$ cat src/rtl/cpu_pkg.sv
// Shared definitions for the CPU pipeline.
//
// Contents:
//   XLEN, REG_AW  - datapath width and register index width
//   REG_ZERO      - index of the hardwired-zero register x0
//   fwd_sel_t     - operand source chosen by the forwarding mux
//   reg_match()   - "this producer writes the register this consumer reads"
//
// Optional feature macro used by users of this package: WB_BYPASS_EN.
package cpu_pkg;

  localparam int unsigned XLEN   = 32;
  localparam int unsigned REG_AW = 5;

  localparam logic [REG_AW-1:0] REG_ZERO = '0;

  typedef enum logic [2:0] {
    FWD_RF,
    FWD_EX,
    FWD_MEM,
    FWD_WB,
    FWD_ZERO
  } fwd_sel_t;

  // A write to x0 is discarded by the regfile, so it must never forward.
  function automatic logic reg_match(input logic [REG_AW-1:0] rs,
                                     input logic [REG_AW-1:0] rd,
                                     input logic              we);
    return we && (rd != REG_ZERO) && (rd == rs);
  endfunction

endpackage

$ cat src/rtl/operand_fwd_mux.sv
// Forwarding mux for a single source operand.
//
// Picks the operand value by priority: x0 -> 0, then the youngest in-flight
// producer (EX, MEM, WB), then the regfile read data. Also flags when the
// operand cannot be supplied this cycle.
//
// Ports:
//   rs, use_rs               source index and "instruction really reads it"
//   ex_rd/ex_we/ex_is_load   producer in EX (load data not ready yet)
//   ex_data                  EX result
//   mem_rd/mem_we/mem_data   producer in MEM
//   wb_rd/wb_we/wb_data      producer in WB
//   rf_data                  regfile read data for rs
//   value                    resolved operand
//   hazard                   operand not available, stall the instruction
//
// Macro WB_BYPASS_EN: when defined the WB result is forwarded; otherwise an
// operand that would need it stalls until the regfile write has landed.
module operand_fwd_mux
  import cpu_pkg::*;
(
  input  logic [REG_AW-1:0] rs,
  input  logic              use_rs,
  input  logic [REG_AW-1:0] ex_rd,
  input  logic              ex_we,
  input  logic              ex_is_load,
  input  logic [XLEN-1:0]   ex_data,
  input  logic [REG_AW-1:0] mem_rd,
  input  logic              mem_we,
  input  logic [XLEN-1:0]   mem_data,
  input  logic [REG_AW-1:0] wb_rd,
  input  logic              wb_we,
  input  logic [XLEN-1:0]   wb_data,
  input  logic [XLEN-1:0]   rf_data,
  output logic [XLEN-1:0]   value,
  output logic              hazard
);

  logic     rs_zero;
  logic     ex_hit;
  logic     mem_hit;
  logic     wb_hit;
  logic     load_use;
  logic     wb_wait;
  fwd_sel_t sel;

  always_comb begin
    rs_zero = (rs == REG_ZERO);
    ex_hit  = reg_match(rs, ex_rd, ex_we);
    mem_hit = reg_match(rs, mem_rd, mem_we);
    wb_hit  = reg_match(rs, wb_rd, wb_we);
  end

  always_comb begin
    sel = FWD_RF;
    if (rs_zero) begin
      sel = FWD_ZERO;
    end else if (ex_hit) begin
      sel = FWD_EX;
    end else if (mem_hit) begin
      sel = FWD_MEM;
`ifdef WB_BYPASS_EN
    end else if (wb_hit) begin
      sel = FWD_WB;
`endif
    end
  end

  always_comb begin
    value = rf_data;
    unique case (sel)
      FWD_ZERO: value = '0;
      FWD_EX:   value = ex_data;
      FWD_MEM:  value = mem_data;
      FWD_WB:   value = wb_data;
      FWD_RF:   value = rf_data;
      default:  value = rf_data;
    endcase
  end

  // ex_hit already implies rs != x0, since a match requires rd != x0.
  always_comb begin
    load_use = use_rs && ex_hit && ex_is_load;
`ifdef WB_BYPASS_EN
    wb_wait  = 1'b0;
`else
    // Without the WB path the regfile still holds the stale value; wait only
    // when WB would actually have been the selected source.
    wb_wait  = use_rs && wb_hit && !ex_hit && !mem_hit;
`endif
    hazard   = load_use || wb_wait;
  end

endmodule

$ cat src/rtl/operand_read_stage.sv
// Operand read stage between decode and execute.
//
// Drives the regfile read addresses, resolves both source operands through
// EX/MEM/WB forwarding, stalls on load-use hazards and holds the operand
// pipeline register toward EX under a valid/ready handshake.
//
// Ports:
//   clk, rst            clock, synchronous active-high reset
//   flush               squash the held and the incoming instruction
//   in_*                decoded instruction and its handshake (in_ready out)
//   rf_rs1/rf_rs2       regfile read addresses (combinational)
//   rf_rv1/rf_rv2       regfile read data (same cycle)
//   ex_*/mem_*/wb_*     downstream producers used for forwarding
//   out_*               operand register toward EX and its handshake
//
// Macro WB_BYPASS_EN: enables forwarding from WB (default: stall instead).
module operand_read_stage
  import cpu_pkg::*;
(
  input  logic              clk,
  input  logic              rst,
  input  logic              flush,

  input  logic              in_valid,
  output logic              in_ready,
  input  logic [XLEN-1:0]   in_pc,
  input  logic [REG_AW-1:0] in_rs1,
  input  logic [REG_AW-1:0] in_rs2,
  input  logic              in_use_rs1,
  input  logic              in_use_rs2,
  input  logic [REG_AW-1:0] in_rd,
  input  logic              in_rd_we,
  input  logic              in_is_load,

  output logic [REG_AW-1:0] rf_rs1,
  output logic [REG_AW-1:0] rf_rs2,
  input  logic [XLEN-1:0]   rf_rv1,
  input  logic [XLEN-1:0]   rf_rv2,

  input  logic [REG_AW-1:0] ex_rd,
  input  logic [REG_AW-1:0] mem_rd,
  input  logic [REG_AW-1:0] wb_rd,
  input  logic              ex_we,
  input  logic              mem_we,
  input  logic              wb_we,
  input  logic              ex_is_load,
  input  logic [XLEN-1:0]   ex_data,
  input  logic [XLEN-1:0]   mem_data,
  input  logic [XLEN-1:0]   wb_data,

  output logic              out_valid,
  input  logic              out_ready,
  output logic [XLEN-1:0]   out_pc,
  output logic [XLEN-1:0]   out_op1,
  output logic [XLEN-1:0]   out_op2,
  output logic [REG_AW-1:0] out_rd,
  output logic              out_rd_we,
  output logic              out_is_load
);

  logic [XLEN-1:0] op1;
  logic [XLEN-1:0] op2;
  logic            hazard1;
  logic            hazard2;
  logic            hazard;
  logic            advance;
  logic            accept;

  assign rf_rs1 = in_rs1;
  assign rf_rs2 = in_rs2;

  operand_fwd_mux u_fwd_rs1 (
    .rs         (in_rs1),
    .use_rs     (in_use_rs1),
    .ex_rd      (ex_rd),
    .ex_we      (ex_we),
    .ex_is_load (ex_is_load),
    .ex_data    (ex_data),
    .mem_rd     (mem_rd),
    .mem_we     (mem_we),
    .mem_data   (mem_data),
    .wb_rd      (wb_rd),
    .wb_we      (wb_we),
    .wb_data    (wb_data),
    .rf_data    (rf_rv1),
    .value      (op1),
    .hazard     (hazard1)
  );

  operand_fwd_mux u_fwd_rs2 (
    .rs         (in_rs2),
    .use_rs     (in_use_rs2),
    .ex_rd      (ex_rd),
    .ex_we      (ex_we),
    .ex_is_load (ex_is_load),
    .ex_data    (ex_data),
    .mem_rd     (mem_rd),
    .mem_we     (mem_we),
    .mem_data   (mem_data),
    .wb_rd      (wb_rd),
    .wb_we      (wb_we),
    .wb_data    (wb_data),
    .rf_data    (rf_rv2),
    .value      (op2),
    .hazard     (hazard2)
  );

  always_comb begin
    hazard   = hazard1 || hazard2;
    advance  = !out_valid || out_ready;
    in_ready = advance && !hazard && !flush && !rst;
    accept   = in_valid && in_ready;
  end

  // Payload only changes on accept, so a held or flushed slot keeps its
  // last contents; out_valid alone says whether they mean anything.
  always_ff @(posedge clk) begin
    if (rst) begin
      out_valid   <= 1'b0;
      out_pc      <= '0;
      out_op1     <= '0;
      out_op2     <= '0;
      out_rd      <= '0;
      out_rd_we   <= 1'b0;
      out_is_load <= 1'b0;
    end else if (flush) begin
      out_valid   <= 1'b0;
    end else if (advance) begin
      out_valid   <= accept;
      if (accept) begin
        out_pc      <= in_pc;
        out_op1     <= op1;
        out_op2     <= op2;
        out_rd      <= in_rd;
        out_rd_we   <= in_rd_we;
        out_is_load <= in_is_load;
      end
    end
  end

endmodule
$ cat config.mk
export PLATFORM = sky130hd
export DESIGN_NAME = operand_read_stage
export DESIGN_NICKNAME = d
export VERILOG_FILES = /design/src/rtl/cpu_pkg.sv /design/src/rtl/operand_fwd_mux.sv /design/src/rtl/operand_read_stage.sv
export SDC_FILE = /design/constraint.sdc
export NUM_CORES = 1
export LEC_CHECK = 0
export ABC_AREA = 1
export ABC_CLOCK_PERIOD_IN_PS = 4300
export CAP_MARGIN = 20
export CORE_AREA = 2 2 137 139
export DETAILED_ROUTE_END_ITERATION = 8
export DIE_AREA = 0 0 139 141
export GPL_TIMING_DRIVEN = 0
export HOLD_SLACK_MARGIN = 0.05
export PLACE_DENSITY = 0.76
export SYNTH_ARGS = -nofsm -noshare
export SYNTH_HDL_FRONTEND = slang
export SYNTH_SLANG_ARGS = --single-unit
$ cat constraint.sdc
create_clock -name clk -period 4.3 [get_ports clk]
set_input_delay 0.645 -clock clk [delete_from_list [all_inputs] [get_ports clk]]
set_output_delay 0.645 -clock clk [all_outputs]
set_load 0.01 [all_outputs]
==> reports/metrics.cfg <==
[run_status]
status=completed

[setup_path]
cp.required_ns=3.65
path_class=input port to output pin
worstPathCellList=clkdlybuf4s50_1 > xnor2_1 > nand2_1 > nor2_4 > nand3_2 > nand3_1 > nand3_1 > nor2_4 > buf_4 > buf_4 > clkdlybuf4s50_1
cpPeakStageDelay_ns=0.61
cp-start-kind=input port
arrival_ns=3.46
cp-end-kind=output pin
critPathMaxFanout=10
critPathSlowestCell=clkdlybuf4s50_1

[timing]
hold_viol_final=0
totalNegativeSetupSlack_ns=0
drv_slew=0
slew_headroom_pct=45.67
fin_crit_ns=4.109
worst_slew_pin_slew_ns=0.8149
skew_ns=0.01078
period_share_pct=95.55
rsz0062_at_grt=no
max_freq_mhz=243.4
setup_viol=0

[clocking]
clock-root-buffer=clkbuf_16
cts_tree=built
cts.sinks=104
clock_path_buffers=2
cts_max_level=3
clkLatencyLatePin_ns=0.36
numCtsBuffers=9
path_clk_slew_ns=0.07
cts_hold_buf=0

[yosys]
synth_area_per_cell_um2=5.743
synth-edff-count=0
yosysMostFrequentCell=nor2_1
synth_common_cells=256 x nor2_1, 248 x nand2_1, 181 x nand3_1
synthArstFlopShare_pct=0
yosysTopAreaCell=dfxtp_1
syn_inst=1179
synth_area_leaders=dfxtp_1 31%, nor2_1 14%, nand2_1 14%, nand3_1 13%, a21oi_1 7.7%
ys.warnings.count=0
ys_ff_latch=104
yosysUniqueCellTypes=22
synth_nets=1414
ys_seq_area_share_pct=30.75
syn_area_um2=6771
yosys.area.top_type_share_pct=30.75
synth-main-ff-cell=dfxtp_1

[floorplan]
core-area_um2=18270
initial_utilization_pct=37.07
die_x_um=139
die_area_um2=19600
ios=350
rows=50
die_h_um=141

[power]
ir_worst_vdd_v=0.0001879
p_total_mw=2.621
leakagePower_nw=4.854
powerDensity_nw_per_um2=249.0

[run]
maxCapViolations=0

[routing]
first_pass_iters=6
ant_nets=0
routed_via_density=4.923
routed-via-count=8601
drtIter0Drc=519
totalWireLength_mm=27.65
route.detailed.drc=0
wl_per_cell_um=15.83

[final_layout]
fillers=1837
area_growth_pct=55.45
final_cell_area_um2=10530
nets=1742
drive_above_1_share_pct=4.034
regArea_um2=2082
multiInputGateArea_um2=3766

[grt]
grt_max_degree=18
gr-usage-all-layers_pct=27.16
overflow=0
antenna_found_initial=1
grt_first_pass_wirelength_mm=42.35
grt_pass1_vias=8041

[place]
dpl-instance-area_um2=10220
numPortBuffers=315
gp_congestion=0.9322
dp_hpwl_mm=22.19

[min_path]
hold_path_class=register to register

worst max-delay path, delay by kind of cell:
kind / cells / cell delay (ns)
xor gates and xnor gates: 1 / 0.16
and+or+nand+nor: 6 / 1.01
buffers and inverters: 4 / 1.63
layout make-up:
class / instances / area share [%]
Clock inverter: 6 / 0.4041
Antenna cell: 1 / 0.02377
Buffer: 97 / 4.339
Tap cell: 234 / 2.781
Multi-Input combinational cell: 851 / 35.78
Timing Repair Buffer: 317 / 30.10
Inverter: 127 / 4.529
Clock buffer: 10 / 2.270
Sequential cell: 104 / 19.78
final timing paths:
| check | slack, ns | from | end | cells after the start |
|---|---|---|---|---|
| max | 0.19 | in_rs2[0] | in_ready | 11 |
| min reg2reg | 0.48 | out_pc[26]$_SDFFE_PP0P_ | out_pc[26]$_SDFFE_PP0P_ | 2 |
| max reg2reg | 2.39 | out_valid$_SDFFE_PP0N_ | out_op1[14]$_SDFFE_PP0P_ | 10 |
| min | 0.48 | out_pc[26]$_SDFFE_PP0P_ | out_pc[26]$_SDFFE_PP0P_ | 2 |
metrics by stage:
| step | util, % | cells | worst slack (ns) | hold slack (ns) |
|---|---|---|---|---|
| 2_1_floorplan | - | 1179 | 1.722 | 0.5195 |
| 3_3_place_gp | 55.93 | 1728 | -0.1384 | 0.4600 |
| 3_5_place_dp | 55.93 | 1728 | -0.1334 | 0.4680 |
| 4_1_cts | 57.53 | 1744 | 0.003404 | 0.4864 |
| 5_1_grt | 57.62 | 1747 | 0.03180 | 0.5042 |
| 6_report | 57.62 | 1747 | 0.1913 | 0.4834 |
layout by cell type, fill, tap and decap left out, types with 5 or more instances in the layout:
master           count
clkbuf_16            9
nand3_1            181
xor2_1              11
a21oi_1            104
clkbuf_1            60
clkdlybuf4s50_1    315
nor2_1             256
buf_1                7
inv_1              120
buf_2                8
nand2_1            248
dfxtp_1            104
buf_4               24
nand4_1             34
xnor2_1              5
inv_2                7
layer usage:
metal / GRT usage (%) / up-vias / wire (um)
li1: - / 4370 / -
met2: 46.36 / 354 / 13090
met3: 5.367 / 74 / 1912
met5: 0 / - / 0
met4: 13.50 / 0 / 1183
met1: 32.73 / 3803 / 11470
cell families (layout without fill, tap and decap cells):
kind of cell / after synthesis / count (layout) / synth area share, %
and+or+nand+nor: 728 / 728 / 45.45
buffers and inverters: 224 / 557 / 13.78
AOI/OAI and AO/OA: 107 / 107 / 7.945
DFF: 104 / 104 / 30.75
xor gates and xnor gates: 16 / 16 / 2.069
other: 0 / 1 / 0
flip-flops by register name, summed over array words and instances (netlist names):
name,flops
out_op2,32
out_pc,32
out_op1,32
out_valid,1
out_rd_we,1
out_is_load,1
out_rd,5
report_power, final:
| group | internal (mW) | total [mW] | switching [mW] |
|---|---|---|---|
| combinational | 0.388 | 0.761 | 0.373 |
| sequential | 1.02 | 1.04 | 0.0279 |
| clock | 0.413 | 0.817 | 0.404 |
| total | 1.82 | 2.62 | 0.805 |
what timing repair did:
| action | 4_1_cts | 5_1_grt |
|---|---|---|
| endpoints found under the setup margin | 1 | 1 |
| resized for setup | 2 | 0 |
| setup buffers | 0 | 2 |
| cloned | 0 | 0 |
| pin swaps | 0 | 1 |
Note: power is estimated with default switching activity, not from simulation.
